### config.mk
export PLATFORM = sky130hd
export DESIGN_NAME = multicycle_control
export DESIGN_NICKNAME = d
export VERILOG_FILES = /design/src/rtl/multicycle_control.sv
export SDC_FILE = /design/constraint.sdc
export NUM_CORES = 1
export LEC_CHECK = 0
export ABC_AREA = 1
export CORE_ASPECT_RATIO = 1.4
export CORE_MARGIN = 4
export CORE_UTILIZATION = 25
export CTS_CLUSTER_SIZE = 28
export DETAILED_ROUTE_END_ITERATION = 7
export GPL_ROUTABILITY_DRIVEN = 0
export PLACE_DENSITY_LB_ADDON = 0.12
export REMOVE_ABC_BUFFERS = 1
export SYNTH_ARGS = -nofsm -noshare
export SYNTH_HDL_FRONTEND = slang
export SYNTH_SLANG_ARGS = --single-unit
### constraint.sdc
create_clock -name clk -period 1.8 [get_ports clk]
set_input_delay 0.45 -clock clk [delete_from_list [all_inputs] [get_ports clk]]
set_output_delay 0.45 -clock clk [all_outputs]
set_load 0.05 [all_outputs]
### src/rtl/multicycle_control.sv
// ============================================================================
// multicycle_control
// Multicycle MIPS main control FSM: fetch/decode/execute/memory/writeback
// sequencing, datapath control decode, retired-instruction count, illegal flag.
// Revision: 1.0
// ============================================================================
`default_nettype none

module multicycle_control #(
  parameter int COUNT_WIDTH = 16
) (
  input  logic                   clk,
  input  logic                   reset,
  input  logic [5:0]             opcode,
  input  logic                   zero,
  input  logic                   mem_ready,
  output logic                   pc_write,
  output logic                   ior_d,
  output logic                   mem_read,
  output logic                   mem_write,
  output logic                   ir_write,
  output logic                   reg_dst,
  output logic                   mem_to_reg,
  output logic                   reg_write,
  output logic                   alu_src_a,
  output logic [1:0]             alu_src_b,
  output logic                   zero_ext,
  output logic [2:0]             alu_op,
  output logic [1:0]             pc_source,
  output logic                   illegal_op,
  output logic [COUNT_WIDTH-1:0] instr_count
);

  localparam logic [5:0] c_OP_RTYPE = 6'b000000;
  localparam logic [5:0] c_OP_ADDI  = 6'b001000;
  localparam logic [5:0] c_OP_ORI   = 6'b001101;
  localparam logic [5:0] c_OP_LW    = 6'b100011;
  localparam logic [5:0] c_OP_SW    = 6'b101011;
  localparam logic [5:0] c_OP_BEQ   = 6'b000100;
  localparam logic [5:0] c_OP_BNE   = 6'b000101;
  localparam logic [5:0] c_OP_J     = 6'b000010;

  localparam logic [2:0] c_ALU_ADD  = 3'b100;
  localparam logic [2:0] c_ALU_OR   = 3'b101;
  localparam logic [2:0] c_ALU_CMP  = 3'b001;
  localparam logic [2:0] c_ALU_RTYP = 3'b111;

  localparam logic [COUNT_WIDTH-1:0] c_COUNT_ONE = {{(COUNT_WIDTH-1){1'b0}}, 1'b1};

  typedef enum logic [3:0] {
    S_FETCH     = 4'd0,
    S_DECODE    = 4'd1,
    S_EXECUTE   = 4'd2,
    S_R_WB      = 4'd3,
    S_I_EXEC    = 4'd4,
    S_I_WB      = 4'd5,
    S_MEM_ADDR  = 4'd6,
    S_MEM_READ  = 4'd7,
    S_MEM_WB    = 4'd8,
    S_MEM_WRITE = 4'd9,
    S_BRANCH    = 4'd10,
    S_JUMP      = 4'd11,
    S_TRAP      = 4'd12
  } state_t;

  state_t                   r_state;
  state_t                   w_state_next;
  logic                     w_retire;
  logic                     r_illegal;
  logic [COUNT_WIDTH-1:0]   r_count;

  always_ff @(posedge clk or negedge reset) begin
    if (!reset) begin
      r_state   <= S_FETCH;
      r_illegal <= 1'b0;
      r_count   <= '0;
    end else begin
      r_state <= w_state_next;
      if (w_state_next == S_TRAP)
        r_illegal <= 1'b1;
      if (w_retire)
        r_count <= r_count + c_COUNT_ONE;
    end
  end

  // An instruction retires on the cycle its final state hands back to FETCH.
  always_comb begin
    w_retire = 1'b0;
    case (r_state)
      S_R_WB, S_I_WB, S_MEM_WB, S_BRANCH, S_JUMP: w_retire = 1'b1;
      S_MEM_WRITE:                                w_retire = mem_ready;
      default:                                    w_retire = 1'b0;
    endcase
  end

  always_comb begin
    w_state_next = r_state;
    pc_write     = 1'b0;
    ior_d        = 1'b0;
    mem_read     = 1'b0;
    mem_write    = 1'b0;
    ir_write     = 1'b0;
    reg_dst      = 1'b0;
    mem_to_reg   = 1'b0;
    reg_write    = 1'b0;
    alu_src_a    = 1'b0;
    alu_src_b    = 2'b00;
    zero_ext     = 1'b0;
    alu_op       = 3'b000;
    pc_source    = 2'b00;

    case (r_state)
      S_FETCH: begin
        mem_read  = 1'b1;
        alu_src_b = 2'b01;
        alu_op    = c_ALU_ADD;
        ir_write  = mem_ready;
        pc_write  = mem_ready;
        if (mem_ready)
          w_state_next = S_DECODE;
      end
      S_DECODE: begin
        alu_src_b = 2'b11;
        alu_op    = c_ALU_ADD;
        case (opcode)
          c_OP_RTYPE:          w_state_next = S_EXECUTE;
          c_OP_ADDI, c_OP_ORI: w_state_next = S_I_EXEC;
          c_OP_LW, c_OP_SW:    w_state_next = S_MEM_ADDR;
          c_OP_BEQ, c_OP_BNE:  w_state_next = S_BRANCH;
          c_OP_J:              w_state_next = S_JUMP;
          default:             w_state_next = S_TRAP;
        endcase
      end
      S_EXECUTE: begin
        alu_src_a    = 1'b1;
        alu_src_b    = 2'b00;
        alu_op       = c_ALU_RTYP;
        w_state_next = S_R_WB;
      end
      S_R_WB: begin
        reg_write    = 1'b1;
        reg_dst      = 1'b1;
        w_state_next = S_FETCH;
      end
      S_I_EXEC: begin
        alu_src_a    = 1'b1;
        alu_src_b    = 2'b10;
        if (opcode == c_OP_ORI) begin
          alu_op   = c_ALU_OR;
          zero_ext = 1'b1;
        end else begin
          alu_op   = c_ALU_ADD;
        end
        w_state_next = S_I_WB;
      end
      S_I_WB: begin
        reg_write    = 1'b1;
        w_state_next = S_FETCH;
      end
      S_MEM_ADDR: begin
        alu_src_a    = 1'b1;
        alu_src_b    = 2'b10;
        alu_op       = c_ALU_ADD;
        w_state_next = (opcode == c_OP_SW) ? S_MEM_WRITE : S_MEM_READ;
      end
      S_MEM_READ: begin
        mem_read = 1'b1;
        ior_d    = 1'b1;
        if (mem_ready)
          w_state_next = S_MEM_WB;
      end
      S_MEM_WB: begin
        reg_write    = 1'b1;
        mem_to_reg   = 1'b1;
        w_state_next = S_FETCH;
      end
      S_MEM_WRITE: begin
        mem_write = 1'b1;
        ior_d     = 1'b1;
        if (mem_ready)
          w_state_next = S_FETCH;
      end
      S_BRANCH: begin
        alu_src_a    = 1'b1;
        alu_src_b    = 2'b00;
        alu_op       = c_ALU_CMP;
        pc_source    = 2'b01;
        pc_write     = ((opcode == c_OP_BEQ) & zero) | ((opcode == c_OP_BNE) & ~zero);
        w_state_next = S_FETCH;
      end
      S_JUMP: begin
        pc_source    = 2'b10;
        pc_write     = 1'b1;
        w_state_next = S_FETCH;
      end
      S_TRAP: begin
        w_state_next = S_TRAP;
      end
      default: begin
        w_state_next = S_FETCH;
      end
    endcase
  end

  assign illegal_op  = r_illegal;
  assign instr_count = r_count;

endmodule

`default_nettype wire

# Word-level counts from Yosys, hierarchy flattened
# Index checks and enable logic that the tools add are counted.
# totals
regBits,21
latchBits,0
ram_bits,0
rom_bits,0
output_inout_bits,34
n_memories,0
# op_classes
add_sub_neg,1
multipliers,0
div_mod_pow,0
magnitude_cmp,0
eq_ne,20
n_shift,0
mux,22
n_bitwise,4
reduce_logical,12
# ops
cell,count
$pmux 4 s8,1
$eq 4x4->1 const B,6
$pmux 4 s5,1
$add 16x1->16 const B,1
$eq 4x3->1 const B,4
$mux 4,4
$eq 6x3->1 const B,2
$eq 6x4->1 const B,2
$eq 6x6->1 const B,2
$pmux 3 s4,1
$reduce_or 2->1,6
$mux 1,11
$eq 4x2->1 const B,2
$eq 6x2->1 const B,1
$logic_not 6->1,1
$pmux 2 s3,1
$reduce_or 3->1,2
$reduce_or 5->1,1
$eq 4x1->1 const B,1
$logic_not 4->1,1
$pmux 2 s2,1
$reduce_or 4->1,1
$pmux 1 s3,1
$and 1x1->1,2
other kinds (3),3

# Depth between registers and ports, before layout
# Gate-level depths: netlist of the first run.
# logic_depth
ltp_word,5
depth_mapped,10
ltp_nobuf,10

# Least setup slack after synthesis of the first run
# Ideal clock, no wire load.
# synth_timing
path_kind,flip-flop to output port
start,register r_state[3]
end,output pc_write
t_arrival_ns,2.026
t_required_ns,1.350
setup_slack_ns,-0.676
stages_incl_launch_ff,8
cell_sequence,dfrtp_1 nor2_1 nand2_1 nor2_1 inv_1 nor2_1 inv_1 nand3b_1
# synth_between
elab_chain_len,2
# synth_lines
element,line_no,rtl
"start, declared",66,state_t r_state;
"start signal, assigned",78,r_state <= w_state_next;
$eq 4x4->1 or $logic_not 4->1 (tied branches),112,case (r_state)
$pmux 1 s3 (*),112,
"end, declared",17,"output logic pc_write,"
# Every way passes the cells marked *; elsewhere a longest branch is shown, timed or not.

# Final worst setup path of the first run
# layout_timing
start,input opcode[0]
end,output pc_write
# layout_between
elab_chain_len,4
# layout_lines
element,line_no,rtl
"start, declared",14,"input logic [5:0] opcode,"
$eq 6x3->1,188,pc_write = ((opcode == c_OP_BEQ) & zero) | ((opcode == c_OP_BNE) & ~zero);
$and 1x1->1,188,
$or 1x1->1 (*),188,
$pmux 1 s3 (*),112,
# Marks and branches as above.

==> key figures, run 1 <==
Outcome
  – Outcome: complete, but fails checks
  – Failing checks: negative setup slack

STA
  – Fmax: 509 MHz
  – Fin crit share: 1.09
  – Final min period: 1970 ps
  – Hold Fails Final Rpt: 0
  – Slew HR: 0.722
  – Skew final: 1.98 ps
  – Setup TNS Final: -869 ps
  – Max-slew violations: 0
  – Worst slew pin tran: 415 ps
  – Crit path setup slack, layout: -166 ps
  – Finish-stage setup viols: 12
  – RSZ-0062 raised after global routing: yes

Placed design
  – Dpl hpwl: 3660 µm
  – Place WS: -377 ps
  – Placed instance count: 368
  – Port Buffers: 43

Logic synthesis
  – Unique masters post-synth: 26
  – Synth Warn #: 0
  – Most numerous cell in the Yosys netlist: nand2_1
  – Synthesized area: 0.00153 mm²
  – Yosys top cell by area: dfrtp_1
  – Register area share after synthesis: 0.344
  – Register bit total from synthesis: 21
  – Number of flops mapped to enable cells by yosys: 0
  – Synth top area share: 0.344
  – Synth Area per Inst: 6.82 µm²
  – Async set or reset register ratio after synthesis: 1.00
  – Syn Inst Count: 224
  – Synth cell count leaders: 55 x nand2_1, 36 x nor2_1, 33 x inv_1
  – Synth area leaders: dfrtp_1 34%, nand2_1 14%, nor2_1 8.8%
  – Dominant synthesized flop cell: dfrtp_1

Route
  – WL per Instance: 11.8 µm
  – Via count: 1699
  – DRT Wirelength: 4540 µm
  – DR vias/cell: 4.41
  – Iter 0 DRT Violations: 45
  – DRC errors left: 0
  – DRT Pass-1 Iters: 4
  – Routed Antenna Nets: 0

Layout
  – Diode count: 0
  – Layout area overhead: 82.2%
  – Share of cells above drive strength 1: 0.441
  – Finished Layout Cells: 385
  – Final core utilization: 0.471
  – Nets: 327

Hold path
  – Hold Crit Class: reg2reg

Global routing
  – GRT Util Overall: 0.133
  – Vias in the first global route: 1759
  – Remaining global-route overflow: 0
  – Global-route wire length before repair: 7830 µm
  – Maximum number of pins on one net before global-route repair: 22
  – Initial antenna violation count: 0

Floorplanning
  – CORE AREA: 0.00590 mm²
  – Die Span Y: 100 µm
  – Die Area: 0.00744 mm²
  – Boundary Pins: 44
  – Chip width: 74.1 µm
  – Cell Rows: 33
  – Starting Density: 0.259

Clocking
  – Clock latency on the worst-skew pair: 260 ps
  – CTS clock-pin slew for the worst setup and hold paths: 70 ps
  – Clock tree buffer depth: 2
  – CTS root buf: clkbuf_8
  – CTS Buf Count: 3
  – Hold buffers post-CTS: 0
  – CTS tree: yes
  – Sink Count: 21
  – H-tree levels: 1

Setup path
  – CP Launch Type: input port
  – Worst path slowest cell: mux2_4
  – Cell chain of the critical path: dlygate4sd2_1 > inv_2 > nor2_2 > mux2_4 > nand4_1 > nand3b_1 > buf_12
  – Max stage delay on crit path: 270 ps
  – Critical Path Fanout Max: 3
  – Crit. End Element: output pin
  – Req. time, crit path: 1350 ps
  – Critical path class: in2out
  – Critical path data arrival time: 1520 ps

Pwr
  – Total chip power: 0.00428 W
  – Lkg Pwr: 1.30 nW
  – Max IR drop VDD: 1010 µV
  – Pwr/cell area: 1540 mW/mm²

Job
  – Max-capacitance violation count: 0
layout by cell type, fill, tap and decap left out, drive strengths merged:
cell           netlist  final
buf                  2     80
nand2               57     57
inv                 41     41
nor2                39     39
dfrtp               21     21
o21ai               15     15
nand3               14     14
xor2                10     10
nor3                 8      8
dlygate4sd2          0      7
nand4                4      4
xnor2                4      4
clkbuf               0      4
nand3b               2      2
clkdlybuf4s50        0      2
mux2                 1      1
o2111ai              1      1
a21oi                1      1
and3                 1      1
o21bai               1      1
o22ai                1      1
ha                   1      1
what timing repair did:
item	4_1_cts	5_1_grt
endpoints found under the setup margin	12	17
pin swaps	9	3
setup buffers	6	7
resized for setup	49	13
cloned	0	0
sequential cells by signal, indices dropped and copies added, names as in the netlist:
name and cells:
illegal_op 1, instr_count 16, r_state 4
cell families (layout without fill, tap and decap cells):
| logic type | Yosys count | count (layout) | share of synthesized area |
|---|---|---|---|
| AND/OR/NAND/NOR | 125 | 125 | 0.353 |
| buffers and inverters | 43 | 134 | 0.115 |
| flip-flops | 21 | 21 | 0.344 |
| AO/OA/AOI/OAI | 19 | 19 | 0.0917 |
| XOR/XNOR | 14 | 14 | 0.0803 |
| adder cells (fa/ha/maj) | 1 | 1 | 0.00819 |
| multiplexers | 1 | 1 | 0.00737 |
layout make-up:
class / instances / area, µm²
clock buffers: 4 / 45.0
multi-input cells: 160 / 957
fillers: 589 / 3120
repair buffers: 89 / 1000
well taps: 70 / 87.6
flip-flops and latches: 21 / 528
inverters: 41 / 161
where the power goes:
group	switching [W]	internal [W]
Sequential	0.000178	0.000590
Clock	0.000156	0.000158
Combinational	0.00173	0.00146
metal layers:
layer  up-vias  share of wire  wire [µm]  global-route usage
met2        48           0.54       2460               0.246
li1        877              -          -                   -
met5         -              0          0                   0
met1       765           0.38       1720               0.148
met3         9          0.050        227              0.0170
met4         0          0.029        133              0.0544
per-stage QoR:
stage / area, µm² / hold slack (ps)
global route: 2780 / 506
finish: 2780 / 472
CTS: 2680 / 484
global placement: 2490 / 467
detailed placement: 2490 / 463
floorplan: 1510 / 154
worst max-delay path: cells and delay by family:
kind | cells | cell delay [ps]
buffers and inverters | 3 | 500
multiplexers | 1 | 270
AND/OR/NAND/NOR | 3 | 280
path summary, 6_finish.rpt:
check / from / endpoint / slack (ps) / depth (start not counted)
min: illegal_op / illegal_op / 470 / 2
max: opcode[0] / pc_write / -170 / 7
max in group asynchronous: reset / r_state[1] / 1040 / 2
min in group asynchronous: reset / instr_count[15] / 520 / 2
min reg2reg: illegal_op / illegal_op / 470 / 2
max reg2reg: r_state[3] / instr_count[0] / 170 / 10
No activity file was read; power rests on OpenSTA's default activity.
==> run 2: changes to the inputs <==
Clock period 1.8 ns to 2.2 ns, I/O delays scaled along.
==> key figures, run 2 (same netlist as run 1, synthesis figures left out) <==
Layout
  – Diode count: 0 (unchanged)
  – Layout area overhead: 56.5%
  – Nets: 303 (-7.3%)
  – Most common cell after layout, fill and taps aside: nand2_1
  – Fin area: 0.00239 mm² (-14%)
  – Max reg flops: 16 (unchanged)
  – Most frequent cells in the layout: 55 x nand2_1, 33 x inv_1, 30 x nor2_1
  – Fillers: 624 (+5.9%)
  – Share of cells above drive strength 1: 0.261 (-0.180)

Route
  – DR vias/cell: 4.44 (+0.62%)
  – Via count: 1603 (-5.7%)
  – DRT Pass-1 Iters: 4 (unchanged)
  – Iter 0 DRT Violations: 78 (+73%)
  – DRC errors left: 0 (unchanged)
  – Routed Antenna Nets: 0 (unchanged)
  – DRT Wirelength: 4360 µm (-4.1%)
  – WL per Instance: 12.1 µm (+2.3%)

STA
  – Skew final: 2.75 ps (+0.769 ps)
  – Worst slew pin tran: 508 ps (+92.7 ps)
  – RSZ-0062 raised after global routing: yes
  – Slew HR: 0.660 (-0.0618)
  – Fmax: 460 MHz
  – Finish-stage setup viols: 0 (-12)
  – Min Hold Slack: 475 ps (+3.38 ps)
  – Max-slew violations: 0 (unchanged)
  – Hold Fails Final Rpt: 0 (unchanged)
  – Fin crit share: 0.988
  – Final min period: 2170 ps

Placed design
  – Post-Place Cell Area: 0.00229 mm² (-7.8%)
  – Dpl hpwl: 3560 µm (-2.9%)
  – Port Buffers: 43 (unchanged)

Setup path
  – Critical path data arrival time: 1620 ps (+100 ps)
  – Critical path class: in2out
  – Critical Path Fanout Max: 3 (unchanged)
  – CP Launch Type: input port
  – Req. time, crit path: 1650 ps (+300 ps)
  – Worst reg2reg endpoint: instr_count[0]
  – Crit. End Element: output pin
  – Reg2Reg Setup Slack: 570 ps (+400 ps)
  – FF-to-FF Start: r_state[0]
  – Reg2Reg Depth: 7 (-3)

Global routing
  – Vias in the first global route: 1663 (-5.5%)
  – GRT Util Overall: 0.125 (-0.00806)
  – Global-route wire length before repair: 7270 µm (-7.2%)
  – Maximum number of pins on one net before global-route repair: 22 (unchanged)
  – Initial antenna violation count: 0 (unchanged)
  – Remaining global-route overflow: 0 (unchanged)

Pwr
  – Max IR drop VDD: 664 µV (-34%)
  – Total chip power: 0.00291 W (-32%)
  – Logic pwr share: 0.699 (-0.048)
  – Lkg Pwr: 1.13 nW (-14%)
  – Switching power: 0.00150 W (-27%)
  – Pwr/cell area: 1220 mW/mm² (-21%)
  – Int Power: 0.00141 W (-36%)
  – Sequential Power Share: 0.210 (+0.030)
  – Clock share of power: 0.091 (+0.018)
  – Switch share: 0.516 (+0.0328)

Floorplanning
  – Starting Density: 0.259 (unchanged)
  – Die Span Y: 100 µm (unchanged)
  – Cell Rows: 33 (unchanged)
  – Die Area: 0.00744 mm² (unchanged)
  – CORE AREA: 0.00590 mm² (unchanged)
  – Boundary Pins: 44 (unchanged)
  – Chip width: 74.1 µm (unchanged)

Clocking
  – H-tree levels: 1 (unchanged)
  – Clock latency on the worst-skew pair: 270 ps (about the same)
  – Sink Count: 21 (unchanged)
  – Clock tree buffer depth: 2 (unchanged)
  – CTS clock-pin slew for the worst setup and hold paths: 80 ps (about the same)
  – CTS root buf: clkbuf_8
  – CTS tree: yes
  – CTS Buf Count: 3 (unchanged)

Hold path
  – Worst hold path depth: 2 (unchanged)
  – Hold Crit Class: reg2reg
  – Hold Crit Start: illegal_op
  – Hold Path End: illegal_op

Outcome
  – Outcome: finished clean

Job
  – Max-capacitance violation count: 0 (unchanged)
run 2: final cells by class:
class                      instances  area [µm²]  share of cell area
multi-input combinational        160         860               0.359
timing repair buffer              65         718               0.300
sequential                        21         527               0.220
inverter                          41         154              0.0644
tap                               70        87.6              0.0366
clock buffer                       4        45.0              0.0188
run 2: critical path, stage by stage:
cell	delay, ps
dlygate4sd2_1	250
inv_1	80
nor2_1	60
mux2_4	270
nand4_1	100
nand3b_1	130
buf_12	170
run 2: power groups by stage:
stage,combinational [W],sequential [W],clock [W]
CTS,0.00204,0.000604,0.000270
detailed placement,0.00200,0.000611,0
finish,0.00203,0.000611,0.000264
global route,0.00218,0.000629,0.000283
floorplan,0.000929,0.000804,0
global placement,0.00200,0.000613,0
run 2: metal layers:
layer | up-vias | wire (µm) | part of all wire | track usage
met2 | 61 | 2300 | 0.53 | 0.230
met3 | 9 | 285 | 0.065 | 0.0210
met1 | 699 | 1680 | 0.39 | 0.136
met4 | 0 | 93 | 0.021 | 0.0530
met5 | - | 0 | 0 | 0
li1 | 834 | - | - | -
run 2: through the flow:
step | cells | util | setup TNS (ps) | setup WS (ps)
floorplan | 222 | - | -1000 | -421
global placement | 354 | 0.388 | -398 | -174
detailed placement | 354 | 0.388 | -503 | -190
CTS | 361 | 0.402 | 0 | 1.62
global route | 361 | 0.405 | -44.6 | -44.6
finish | 361 | 0.405 | 0 | 27.1
run 2: worst max-delay path by stage:
stage | start | to | slack, ps | depth (start not counted)
floorplan | opcode[5] | alu_op[0] | -420 | 3
global placement | opcode[0] | pc_write | -170 | 7
detailed placement | opcode[1] | pc_write | -190 | 6
CTS | mem_ready | pc_write | 2 | 6
global route | opcode[0] | pc_write | -40 | 7
finish | opcode[0] | pc_write | 30 | 7
run 2: repair_timing:
item	in CTS	in global routing
pin swaps	4	1
endpoints found under the setup margin	3	5
gates resized for setup	13	6
buffers inserted	3	0
hold buffers	0	0
==> run 3: changes to the inputs <==
Settings changed: CAP_MARGIN set to 10.
==> results of run 3 <==
The final DEF is identical to that of run 2; final timing and power are the same.
